==> src/rtl/ifid_if.sv <==
// IF/ID latch bundle: fetch and decoder inputs toward the latch, latched instruction,
// stall/bubble controls and scoreboard slots back out. The latch side uses the slave modport.
interface ifid_if;
    logic [15:0] IF_Instr;
    logic [15:0] IF_PC_Next;
    logic        IF_valid;
    logic        flush;
    logic        mem_stall;
    logic        ID_RegWrt;
    logic [2:0]  ID_RD;
    logic [2:0]  ID_RS;
    logic [2:0]  ID_RT;
    logic        ID_UsesRS;
    logic        ID_UsesRT;

    logic [15:0] IFID_Instr;
    logic [15:0] IFID_PC_Next;
    logic        IFID_valid;
    logic        ID_NOP;
    logic        PC_stall;
    logic        RegWrt_1_nflopped;
    logic [2:0]  RD_1_nflopped;
    logic        RegWrt_2_nflopped;
    logic [2:0]  RD_2_nflopped;
    logic        halted;

    modport master (
        output IF_Instr, IF_PC_Next, IF_valid, flush, mem_stall,
               ID_RegWrt, ID_RD, ID_RS, ID_RT, ID_UsesRS, ID_UsesRT,
        input  IFID_Instr, IFID_PC_Next, IFID_valid, ID_NOP, PC_stall,
               RegWrt_1_nflopped, RD_1_nflopped, RegWrt_2_nflopped, RD_2_nflopped, halted
    );

    modport slave (
        input  IF_Instr, IF_PC_Next, IF_valid, flush, mem_stall,
               ID_RegWrt, ID_RD, ID_RS, ID_RT, ID_UsesRS, ID_UsesRT,
        output IFID_Instr, IFID_PC_Next, IFID_valid, ID_NOP, PC_stall,
               RegWrt_1_nflopped, RD_1_nflopped, RegWrt_2_nflopped, RD_2_nflopped, halted
    );
endinterface

==> src/rtl/ifid_latch.sv <==
// IF/ID register with RAW scoreboard: 1-cycle fetch-to-ID; holds on hazard or mem_stall,
// squashes on flush; ID_NOP/PC_stall are combinational from the held state.
module ifid_latch (
    input  logic   clk,
    input  logic   rst,
    ifid_if.slave  bus
);
    localparam logic [15:0] NOP_INSTR = 16'h0800;
    localparam logic [4:0]  HALT_OPC  = 5'b00000;

    logic [15:0] instr_q;
    logic [15:0] pc_next_q;
    logic        valid_q;
    logic        wrt1_q;
    logic [2:0]  rd1_q;
    logic        wrt2_q;
    logic [2:0]  rd2_q;
    logic        halted_q;

    logic match_rs;
    logic match_rt;
    logic hz;

    // No forwarding: any in-flight writer of a source register stalls decode.
    always_comb begin
        match_rs = (wrt1_q && (rd1_q == bus.ID_RS)) || (wrt2_q && (rd2_q == bus.ID_RS));
        match_rt = (wrt1_q && (rd1_q == bus.ID_RT)) || (wrt2_q && (rd2_q == bus.ID_RT));
        hz       = valid_q && ((bus.ID_UsesRS && match_rs) || (bus.ID_UsesRT && match_rt));
    end

    always_ff @(posedge clk) begin
        if (rst) begin
            instr_q   <= NOP_INSTR;
            pc_next_q <= 16'h0000;
            valid_q   <= 1'b0;
            wrt1_q    <= 1'b0;
            rd1_q     <= 3'd0;
            wrt2_q    <= 1'b0;
            rd2_q     <= 3'd0;
            halted_q  <= 1'b0;
        end else if (bus.mem_stall) begin
            // EX is frozen as well and re-issues any flush once the stall clears.
            instr_q <= instr_q;
        end else if (bus.flush) begin
            instr_q <= NOP_INSTR;
            valid_q <= 1'b0;
            wrt1_q  <= 1'b0;
            rd1_q   <= 3'd0;
            wrt2_q  <= wrt1_q;
            rd2_q   <= rd1_q;
        end else if (hz) begin
            wrt1_q <= 1'b0;
            rd1_q  <= 3'd0;
            wrt2_q <= wrt1_q;
            rd2_q  <= rd1_q;
        end else begin
            instr_q   <= bus.IF_Instr;
            pc_next_q <= bus.IF_PC_Next;
            valid_q   <= bus.IF_valid && !halted_q;
            wrt1_q    <= bus.ID_RegWrt && valid_q;
            rd1_q     <= bus.ID_RD;
            wrt2_q    <= wrt1_q;
            rd2_q     <= rd1_q;
            if (valid_q && (instr_q[15:11] == HALT_OPC))
                halted_q <= 1'b1;
        end
    end

    // On flush EX redirects the PC, so the PC must not be held.
    assign bus.ID_NOP   = !valid_q || bus.flush || hz;
    assign bus.PC_stall = bus.mem_stall || ((hz || halted_q) && !bus.flush);

    assign bus.IFID_Instr        = instr_q;
    assign bus.IFID_PC_Next      = pc_next_q;
    assign bus.IFID_valid        = valid_q;
    assign bus.RegWrt_1_nflopped = wrt1_q;
    assign bus.RD_1_nflopped     = rd1_q;
    assign bus.RegWrt_2_nflopped = wrt2_q;
    assign bus.RD_2_nflopped     = rd2_q;
    assign bus.halted            = halted_q;
endmodule

==> src/flat_wrapper.sv <==
// flat-port wrapper written by rule: the top's interface ports become plain ports
module ifid_latch_flat 
  (clk, rst, bus_IF_Instr, bus_IF_PC_Next, bus_IF_valid, bus_flush, bus_mem_stall, bus_ID_RegWrt, bus_ID_RD, bus_ID_RS, bus_ID_RT, bus_ID_UsesRS, bus_ID_UsesRT, bus_IFID_Instr, bus_IFID_PC_Next, bus_IFID_valid, bus_ID_NOP, bus_PC_stall, bus_RegWrt_1_nflopped, bus_RD_1_nflopped, bus_RegWrt_2_nflopped, bus_RD_2_nflopped, bus_halted);
  ifid_if bus_i ();
  input  logic clk;
  input  logic rst;
  input wire logic [$bits(bus_i.IF_Instr)-1:0] bus_IF_Instr;
  input wire logic [$bits(bus_i.IF_PC_Next)-1:0] bus_IF_PC_Next;
  input wire logic [$bits(bus_i.IF_valid)-1:0] bus_IF_valid;
  input wire logic [$bits(bus_i.flush)-1:0] bus_flush;
  input wire logic [$bits(bus_i.mem_stall)-1:0] bus_mem_stall;
  input wire logic [$bits(bus_i.ID_RegWrt)-1:0] bus_ID_RegWrt;
  input wire logic [$bits(bus_i.ID_RD)-1:0] bus_ID_RD;
  input wire logic [$bits(bus_i.ID_RS)-1:0] bus_ID_RS;
  input wire logic [$bits(bus_i.ID_RT)-1:0] bus_ID_RT;
  input wire logic [$bits(bus_i.ID_UsesRS)-1:0] bus_ID_UsesRS;
  input wire logic [$bits(bus_i.ID_UsesRT)-1:0] bus_ID_UsesRT;
  output wire logic [$bits(bus_i.IFID_Instr)-1:0] bus_IFID_Instr;
  output wire logic [$bits(bus_i.IFID_PC_Next)-1:0] bus_IFID_PC_Next;
  output wire logic [$bits(bus_i.IFID_valid)-1:0] bus_IFID_valid;
  output wire logic [$bits(bus_i.ID_NOP)-1:0] bus_ID_NOP;
  output wire logic [$bits(bus_i.PC_stall)-1:0] bus_PC_stall;
  output wire logic [$bits(bus_i.RegWrt_1_nflopped)-1:0] bus_RegWrt_1_nflopped;
  output wire logic [$bits(bus_i.RD_1_nflopped)-1:0] bus_RD_1_nflopped;
  output wire logic [$bits(bus_i.RegWrt_2_nflopped)-1:0] bus_RegWrt_2_nflopped;
  output wire logic [$bits(bus_i.RD_2_nflopped)-1:0] bus_RD_2_nflopped;
  output wire logic [$bits(bus_i.halted)-1:0] bus_halted;
  assign bus_i.IF_Instr = bus_IF_Instr;
  assign bus_i.IF_PC_Next = bus_IF_PC_Next;
  assign bus_i.IF_valid = bus_IF_valid;
  assign bus_i.flush = bus_flush;
  assign bus_i.mem_stall = bus_mem_stall;
  assign bus_i.ID_RegWrt = bus_ID_RegWrt;
  assign bus_i.ID_RD = bus_ID_RD;
  assign bus_i.ID_RS = bus_ID_RS;
  assign bus_i.ID_RT = bus_ID_RT;
  assign bus_i.ID_UsesRS = bus_ID_UsesRS;
  assign bus_i.ID_UsesRT = bus_ID_UsesRT;
  assign bus_IFID_Instr = bus_i.IFID_Instr;
  assign bus_IFID_PC_Next = bus_i.IFID_PC_Next;
  assign bus_IFID_valid = bus_i.IFID_valid;
  assign bus_ID_NOP = bus_i.ID_NOP;
  assign bus_PC_stall = bus_i.PC_stall;
  assign bus_RegWrt_1_nflopped = bus_i.RegWrt_1_nflopped;
  assign bus_RD_1_nflopped = bus_i.RD_1_nflopped;
  assign bus_RegWrt_2_nflopped = bus_i.RegWrt_2_nflopped;
  assign bus_RD_2_nflopped = bus_i.RD_2_nflopped;
  assign bus_halted = bus_i.halted;
  ifid_latch u_core (.clk(clk), .rst(rst), .bus(bus_i));
endmodule
==> config.mk <==
export PLATFORM = sky130hd
export DESIGN_NAME = ifid_latch_flat
export DESIGN_NICKNAME = d
export VERILOG_FILES = /design/src/rtl/ifid_if.sv /design/src/rtl/ifid_latch.sv /design/src/flat_wrapper.sv
export SDC_FILE = /design/constraint.sdc
export NUM_CORES = 1
export LEC_CHECK = 0
export ABC_AREA = 1
export CAP_MARGIN = 15
export CORE_MARGIN = 3
export CORE_UTILIZATION = 45
export DETAILED_ROUTE_END_ITERATION = 10
export PLACE_DENSITY_LB_ADDON = 0.05
export SYNTH_ARGS = -nofsm -noshare
export SYNTH_HDL_FRONTEND = slang
export SYNTH_SLANG_ARGS = --single-unit
==> constraint.sdc <==
create_clock -name clk -period 3.4 [get_ports clk]
set_input_delay 0.68 -clock clk [delete_from_list [all_inputs] [get_ports clk]]
set_output_delay 0.68 -clock clk [all_outputs]
set_load 0.01 [all_outputs]
# Word level (Yosys, flattened, before mapping)
# Index checks and enable logic that the tools add are counted.
# word_totals
elab_cells	49
regBits	42
latchBits	0
n_memories	0
in_bits	49
mem_bits_ro	0
ramBits	0
out_inout_bits	44
# classes
n_shift	0
n_reduce_logical	25
n_bitwise	3
div	0
multipliers	0
n_addsub	0
n_mux	8
n_eq_ne	5
n_lt_le_gt_ge	0
# ops
op	n
two-way mux 16 bit	2
equality test 3 bit	4
logical AND 1 bit	11
logical OR 1 bit	7
two-way mux 3 bit	2
zero test 5 bit	1
two-way mux 1 bit	4
AND reduction 4 bit	1
zero test 1 bit	3
inverter 1 bit	3
AND reduction 3 bit	1
!= test 2 bit, second input constant	1
AND reduction 2 bit	1

# Depth between registers and ports, before layout
# Gate-level depths: netlist (run 1).
# logic_depth
ltp_word	9
ltp_mapped	14

# Worst setup path before layout (run 1)
# OpenSTA, ideal clock, no wires.
# synth_timing
path_type	in2out
startpoint	input bus_ID_RT[1]
endpoint	output bus_PC_stall
path_slack_ps	1128
n_path_buf	1
t_arrival_ps	1592
path_stages	10
path_cell_list	inv_1 -> nor2_1 -> nor2_1 -> nand2_1 -> nand2_1 -> nand2_1 -> nand2_2 -> nand3_4 -> buf_2 -> o211ai_1
# synth_between
elab_chain_cells	9
word_cells_on_any_way	11
classes_between	eq/ne: 2; reduce/logical: 9
# synth_lines
item	line_no	rtl
start: declaration	flat_wrapper.sv:15	input wire logic [$bits(bus_i.ID_RT)-1:0] bus_ID_RT;
equality test 3 bit	ifid_latch.sv:27	match_rt = (wrt1_q && (rd1_q == bus.ID_RT)) || (wrt2_q && (rd2_q == bus.ID_RT));
logical AND 1 bit	ifid_latch.sv:27	
logical OR 1 bit *	ifid_latch.sv:27	
logical AND 1 bit *	ifid_latch.sv:28	hz = valid_q && ((bus.ID_UsesRS && match_rs) || (bus.ID_UsesRT && match_rt));
logical OR 1 bit *	ifid_latch.sv:28	
logical AND 1 bit *	ifid_latch.sv:28	
logical OR 1 bit *	ifid_latch.sv:71	assign bus.PC_stall = bus.mem_stall || ((hz || halted_q) && !bus.flush);
logical AND 1 bit *	ifid_latch.sv:71	
logical OR 1 bit *	ifid_latch.sv:71	
end: declaration	flat_wrapper.sv:22	output wire logic [$bits(bus_i.PC_stall)-1:0] bus_PC_stall;
# Every way passes the cells marked *; elsewhere a longest branch is shown, timed or not.

# Worst setup path after layout (run 1)
# layout_timing
startpoint	input bus_ID_RT[2]
endpoint	output bus_ID_NOP
# layout_between
elab_chain_cells	7
word_cells_on_any_way	9
classes_between	eq/ne: 2; reduce/logical: 7
# layout_lines
item	line_no	rtl
equality test 3 bit	ifid_latch.sv:27	
logical AND 1 bit	ifid_latch.sv:27	
logical OR 1 bit *	ifid_latch.sv:27	
logical AND 1 bit *	ifid_latch.sv:28	
logical OR 1 bit *	ifid_latch.sv:28	
logical AND 1 bit *	ifid_latch.sv:28	
logical OR 1 bit *	ifid_latch.sv:70	assign bus.ID_NOP = !valid_q || bus.flush || hz;
end: declaration	flat_wrapper.sv:21	output wire logic [$bits(bus_i.ID_NOP)-1:0] bus_ID_NOP;
# Marked as above.

==> results of run 1 <==
==> power groups by stage <==
stage | registers (mW) | clock network [mW] | logic, mW
6_report | 0.534 | 0.300 | 0.225
3_3_place_gp | 0.545 | 0 | 0.224
3_5_place_dp | 0.545 | 0 | 0.227
4_1_cts | 0.534 | 0.317 | 0.228
2_1_floorplan | 0.556 | 0 | 0.0942
5_1_grt | 0.538 | 0.331 | 0.251
==> per-layer routing <==
metal / track usage / part of all wire / vias up
li1: - / - / 1149
met3: 0.0635 / 0.074 / 11
met2: 0.329 / 0.48 / 64
met5: 0 / 0 / -
met4: 0.0825 / 0.022 / 0
met1: 0.235 / 0.42 / 942
==> worst min path at each step <==
| stage | from | to | slack [ps] | depth (start not counted) |
|---|---|---|---|---|
| floorplan | u_core.bus.IFID_Instr[0]$_SDFFE_PP0P_ | u_core.bus.IFID_Instr[0]$_SDFFE_PP0P_ | 480 | 2 |
| global placement | u_core.bus.IFID_Instr[0]$_SDFFE_PP0P_ | u_core.bus.IFID_Instr[0]$_SDFFE_PP0P_ | 450 | 2 |
| detailed placement | u_core.bus.IFID_Instr[0]$_SDFFE_PP0P_ | u_core.bus.IFID_Instr[0]$_SDFFE_PP0P_ | 450 | 2 |
| CTS | u_core.bus.IFID_Instr[0]$_SDFFE_PP0P_ | u_core.bus.IFID_Instr[0]$_SDFFE_PP0P_ | 470 | 2 |
| global route | u_core.bus.IFID_Instr[7]$_SDFFE_PP0P_ | u_core.bus.IFID_Instr[7]$_SDFFE_PP0P_ | 490 | 2 |
| finish | u_core.bus.IFID_Instr[1]$_SDFFE_PP0P_ | u_core.bus.IFID_Instr[1]$_SDFFE_PP0P_ | 460 | 2 |
==> metrics by stage <==
stage	utilization	setup WS (ps)	instances	hold WS (ps)	total power [mW]
2_1_floorplan	-	1130	322	484	0.650
3_3_place_gp	0.685	265	456	448	0.769
3_5_place_dp	0.685	242	456	454	0.772
4_1_cts	0.703	228	463	466	1.08
5_1_grt	0.703	46.7	463	491	1.12
6_report	0.703	241	463	462	1.06
==> layout make-up <==
type                       count  area [sq um]  share of cell area
sequential                    42           841               0.271
multi-input combinational    219           992               0.320
timing repair buffer          96           951               0.306
clock buffer                   5          68.8              0.0222
inverter                      47           176              0.0568
clock inverter                 2          10.0             0.00322
tap                           52          65.1              0.0210
==> flip-flops by register name, indices dropped and copies added, names as in the netlist <==
register                      cells
u_core.bus.RD_2_nflopped          3
u_core.bus.IFID_Instr            16
u_core.bus.RD_1_nflopped          3
u_core.bus.RegWrt_1_nflopped      1
u_core.bus.IFID_PC_Next          16
u_core.bus.RegWrt_2_nflopped      1
u_core.bus.halted                 1
u_core.bus.IFID_valid             1
==> placed cells by master (no fill, tap or decap) <==
master and count:
clkinv_1 1, nand2_1 86, a21oi_1 14, and3_1 1
dfxtp_1 42, nand4_1 5, nand3_2 1, nand3_1 19
inv_1 42, nor4_1 1, o211ai_1 1, nor2_1 64
nand2_2 11, inv_2 4, clkdlybuf4s50_1 92, buf_4 4
nand3_4 1, a21oi_2 9, o21ai_0 4, clkbuf_8 5
or2_2 1, nand2_4 1, clkinv_2 2
==> worst register-to-register path: stages, from the launching register on <==
cell	delay [ps]
dfxtp_1	460
nand2_1	80
nand2_1	60
nor2_1	40
nand2_1	60
nand2_1	40
nand2_1	70
nand2_2	80
nand2_2	130
nand3_2	460
nor2_1	270
nor2_1	70
==> cells by family (layout without fill, tap and decap cells) <==
| kind of cell | after synthesis | after routing | share of synthesized area |
|---|---|---|---|
| AND/OR/NAND/NOR | 191 | 191 | 0.391 |
| buffers and inverters | 61 | 150 | 0.122 |
| flip-flops | 42 | 42 | 0.403 |
| AO/OA/AOI/OAI | 28 | 28 | 0.0845 |
==> impl_metrics.tcl, run 1 <==
set metrics [dict create \
    power.share.switching 0.264 \
    timing.rr.start "u_core.bus.RD_1_nflopped[1]$_SDFFE_PP0N_" \
    clock_latency_ps 290 \
    vias 2166 \
    max_clock_freq_ghz 0.317 \
    ys_ff_latch 42 \
    power.density_nw_per_um2 341 \
    critPathKind "primary input to output pin" \
    cts_resized 0 \
    leakagePower_nw 1.39 \
    max_slew.worst_pin.slew_ps 656 \
    critical_path.top_delay_family "buffers and inverters" \
    cts_buffers 5 \
    crit_slowest_cell "clkdlybuf4s50_1" \
    num_rows 24 \
    io_pins 93 \
    post_drt_wl_per_cell_um 11.2 \
    core_sq_um 4410 \
    tns_ps 0 \
    critPathMaxStageDelay_ps 560 \
    yosys.area.top_type "dfxtp_1" \
    max-cap-violations 0 \
    drive_gt1_frac 0.0949 \
    synth_common_cells "nand2_1, nor2_1, dfxtp_1, inv_1, nand3_1" \
    htreeDepth 2 \
    synthFlopType "dfxtp_1" \
    syn-mean-instance-area_sq_um 6.48 \
    finalCriticalPeriod_ps 3160 \
    n_antenna_cell 0 \
    cp_common_cell "nand2_1" \
    finClkSkew_ps 5.95 \
    path_clk_slew_ps 70 \
    synth_area_sq_um 2090 \
    cts_tree "built" \
    nFillCells 385 \
    ant_nets 0 \
    grt_max_degree 33 \
    comb_power_share 0.212 \
    relSlewSlack 0.562 \
    hold_violations 0 \
    report.final.slew_viol_count 0 \
    place.gp.congestion 0.786 \
    worstSetupStartpoint "bus_ID_RT[2]" \
    vias_per_cell 4.68 \
    post-route-cell-area_sq_um 3100 \
    min_path_type "flop to flop" \
    synth-seq-area-share 0.403 \
    peakVddDrop_v 0.000194 \
    clock-sinks 42 \
    critical_path_buf_inv_count 3 \
    die_y_um 74.1 \
    initial_core_util 0.473 \
    seq_power_share 0.504 \
    synth_area_leaders "dfxtp_1, nand2_1, nor2_1" \
    io_buffers 92 \
    die_area_sq_um 5490 \
    status "complete, no violations" \
    fp.dieW_um 74.1 \
    drc_errors 0 \
    post_cts_buffers 0 \
    rr_worst_depth 11 \
    critPathLaunchType "primary input" \
    dpl_cell_area_sq_um 3030 \
    track_usage 0.198 \
    rsz0062_at_grt "no" \
    endpoint_kind "output pin" \
    ctsHoldBuffers 0 \
    area_delta_synth_final_pct 48.7 \
    clock_path_buffers 2 \
    ys_types 24 \
    clockRootBuffer "clkbuf_8" \
    r2r_setup_slack_ps 1480 \
    grt_pass1_wl_mm 8.54 \
    worstSetupPathDepth 12 \
    synth_top_area_share 0.403 \
    clock_power_share 0.284 \
    p_int_mw 0.780 \
    synth_edf_count 0 \
    cp_max_fo 7 \
    synth_most_common_cell "nand2_1" \
    drt-pass1-iter-count 4 \
    nets 460 \
    critPathCapture "bus_ID_NOP" \
    setup_viol_count_final 0 \
    syn_nets 371 \
    grt_pass1_vias 2051 \
    yosys_warnings 0 \
    arrival_ps 2480 \
    post-route-period-util 0.929 \
    netSwitchingPower_mw 0.280 \
    overflow 0 \
    antenna_found_initial 0 \
    critical_path_required_ps 2720 \
    r2r-end "u_core.bus.IFID_PC_Next[1]$_SDFFE_PP0P_" \
    dp_hpwl_mm 3.79 \
    synthCells 322 \
    cp_cell_sequence "clkdlybuf4s50_1 > inv_1 > nand2_1 > nand2_1 > nor2_1 > nand2_1 > nand2_1 > nand2_1 > nand2_2 > nand2_2 > nand3_1 > clkdlybuf4s50_1" \
    postSynth.asyncResetShare 0 \
    dr.first_iter.drc_count 67 \
    routed_wl_mm 5.19 \
]
Note: power is estimated with default switching activity, not from simulation.
==> inputs of run 2 (changes only) <==
- SKIP_CTS_REPAIR_TIMING: not set -> 1
==> results of run 2 <==
Final layout, timing and power as in run 1 (identical DEF).
==> inputs of run 3 (changes only) <==
- SETUP_SLACK_MARGIN: not set -> 0.15
==> impl_metrics.tcl, run 3 (synthesized netlist as in run 1, its figures left out) <==
set metrics [dict create \
    relSlewSlack 0.561 \
    clock-sinks 42 \
    num_rows 24 \
    clock_latency_ps 290 \
    ant_nets 0 \
    io_pins 93 \
    rr_worst_depth 11 \
    critical_path_required_ps 2720 \
    finalCriticalPeriod_ps 2780 \
    die_area_sq_um 5490 \
    leakagePower_nw 1.40 \
    drive_gt1_frac 0.0949 \
    worstSetupPathDepth 12 \
    setup_viol_count_final 0 \
    max_slew.worst_pin.slew_ps 657 \
    clockRootBuffer "clkbuf_8" \
    whs_ps 462 \
    report.final.slew_viol_count 0 \
    critical_path.top_delay_family "buffers and inverters" \
    io_buffers 92 \
    cp_cell_sequence "clkdlybuf4s50_1 > inv_1 > nand2_1 > nand2_1 > nor2_1 > nand2_1 > nand2_1 > nand2_1 > nand2_2 > nand2_2 > nand3_1 > dlymetal6s2s_1" \
    critPathMaxStageDelay_ps 510 \
    dp_hpwl_mm 3.79 \
    vias 2161 \
    dp_slack_ps 242 \
    fp.dieW_um 74.1 \
    antenna_found_initial 0 \
    tns_ps 0 \
    status "complete, no violations" \
    area_delta_synth_final_pct 49.0 \
    post-route-period-util 0.817 \
    min-delay-start "u_core.bus.IFID_Instr[1]$_SDFFE_PP0P_" \
    grt_max_degree 33 \
    critical_path_buf_inv_count 3 \
    post-route-cell-area_sq_um 3110 \
    power.density_nw_per_um2 341 \
    htreeDepth 2 \
    max_clock_freq_ghz 0.360 \
    cp_common_cell "nand2_1" \
    min_path_type "flop to flop" \
    post_drt_wl_per_cell_um 11.2 \
    initial_core_util 0.473 \
    path_clk_slew_ps 70 \
    worstSetupStartpoint "bus_ID_RT[2]" \
    cts_buffers 5 \
    n_antenna_cell 0 \
    critPathKind "primary input to output pin" \
    crit_slowest_cell "clkdlybuf4s50_1" \
    place.gp.congestion 0.786 \
    timing.rr.start "u_core.bus.RD_1_nflopped[1]$_SDFFE_PP0N_" \
    grt_pass1_wl_mm 8.54 \
    arrival_ps 2100 \
    cts_tree "built" \
    hold_violations 0 \
    setup_ws_ps 622 \
    endpoint_kind "output pin" \
    max-cap-violations 0 \
    clock_path_buffers 2 \
    critPathLaunchType "primary input" \
    core_sq_um 4410 \
    nets 460 \
    total_power_mw 1.06 \
    peakVddDrop_v 0.000194 \
    dpl_cell_area_sq_um 3030 \
    r2r_setup_slack_ps 1480 \
    finClkSkew_ps 6.05 \
    critPathCapture "bus_ID_NOP" \
    rsz0062_at_grt "no" \
    drt-pass1-iter-count 4 \
    layout_common_cells "clkdlybuf4s50_1, nand2_1, nor2_1" \
    overflow 0 \
    r2r-end "u_core.bus.IFID_PC_Next[1]$_SDFFE_PP0P_" \
    drc_errors 0 \
    track_usage 0.198 \
    dr.first_iter.drc_count 71 \
    die_y_um 74.1 \
    vias_per_cell 4.67 \
    cp_max_fo 7 \
    routed_wl_mm 5.19 \
    layout_commonest_cell "clkdlybuf4s50_1" \
    grt_pass1_vias 2051 \
]
==> run 3: worst reg2reg max path: cells and delay by family (launching register included) <==
family | cells | cell delay, ps
DFF | 1 | 460
and+or+nand+nor | 11 | 1360
==> run 3: through the flow <==
stage	instances	util
2_1_floorplan	322	-
6_report	463	0.704
4_1_cts	463	0.703
3_3_place_gp	456	0.685
3_5_place_dp	456	0.685
5_1_grt	463	0.704
==> run 3: worst min path at each step <==
stage,end,cells after the start
3_3_place_gp,u_core.bus.IFID_Instr[0]$_SDFFE_PP0P_,2
2_1_floorplan,u_core.bus.IFID_Instr[0]$_SDFFE_PP0P_,2
3_5_place_dp,u_core.bus.IFID_Instr[0]$_SDFFE_PP0P_,2
5_1_grt,u_core.bus.IFID_Instr[7]$_SDFFE_PP0P_,2
4_1_cts,u_core.bus.IFID_Instr[0]$_SDFFE_PP0P_,2
6_report,u_core.bus.IFID_Instr[1]$_SDFFE_PP0P_,2
==> run 3: power by group <==
group | leakage, nW | internal [mW] | switching, mW
Clock | 0.0438 | 0.138 | 0.163
Sequential | 0.345 | 0.517 | 0.0176
Combinational | 1.01 | 0.125 | 0.0998
==> run 3: area by class of cell <==
class | count | area [sq um]
fill | 384 | 1310
tap | 52 | 65.1
clock inverter | 2 | 10.0
clock buffer | 5 | 68.8
timing repair buffer | 96 | 956
multi-input combinational | 219 | 992
sequential | 42 | 841
inverter | 47 | 176
==> run 3: metal layers <==
layer,vias to the layer above,global-route usage,wire length (um),share of wire
met4,0,0.0825,102,0.020
li1,1148,-,-,-
met2,67,0.329,2500,0.48
met5,-,0,0,0
met1,935,0.235,2200,0.42
met3,11,0.0635,388,0.075
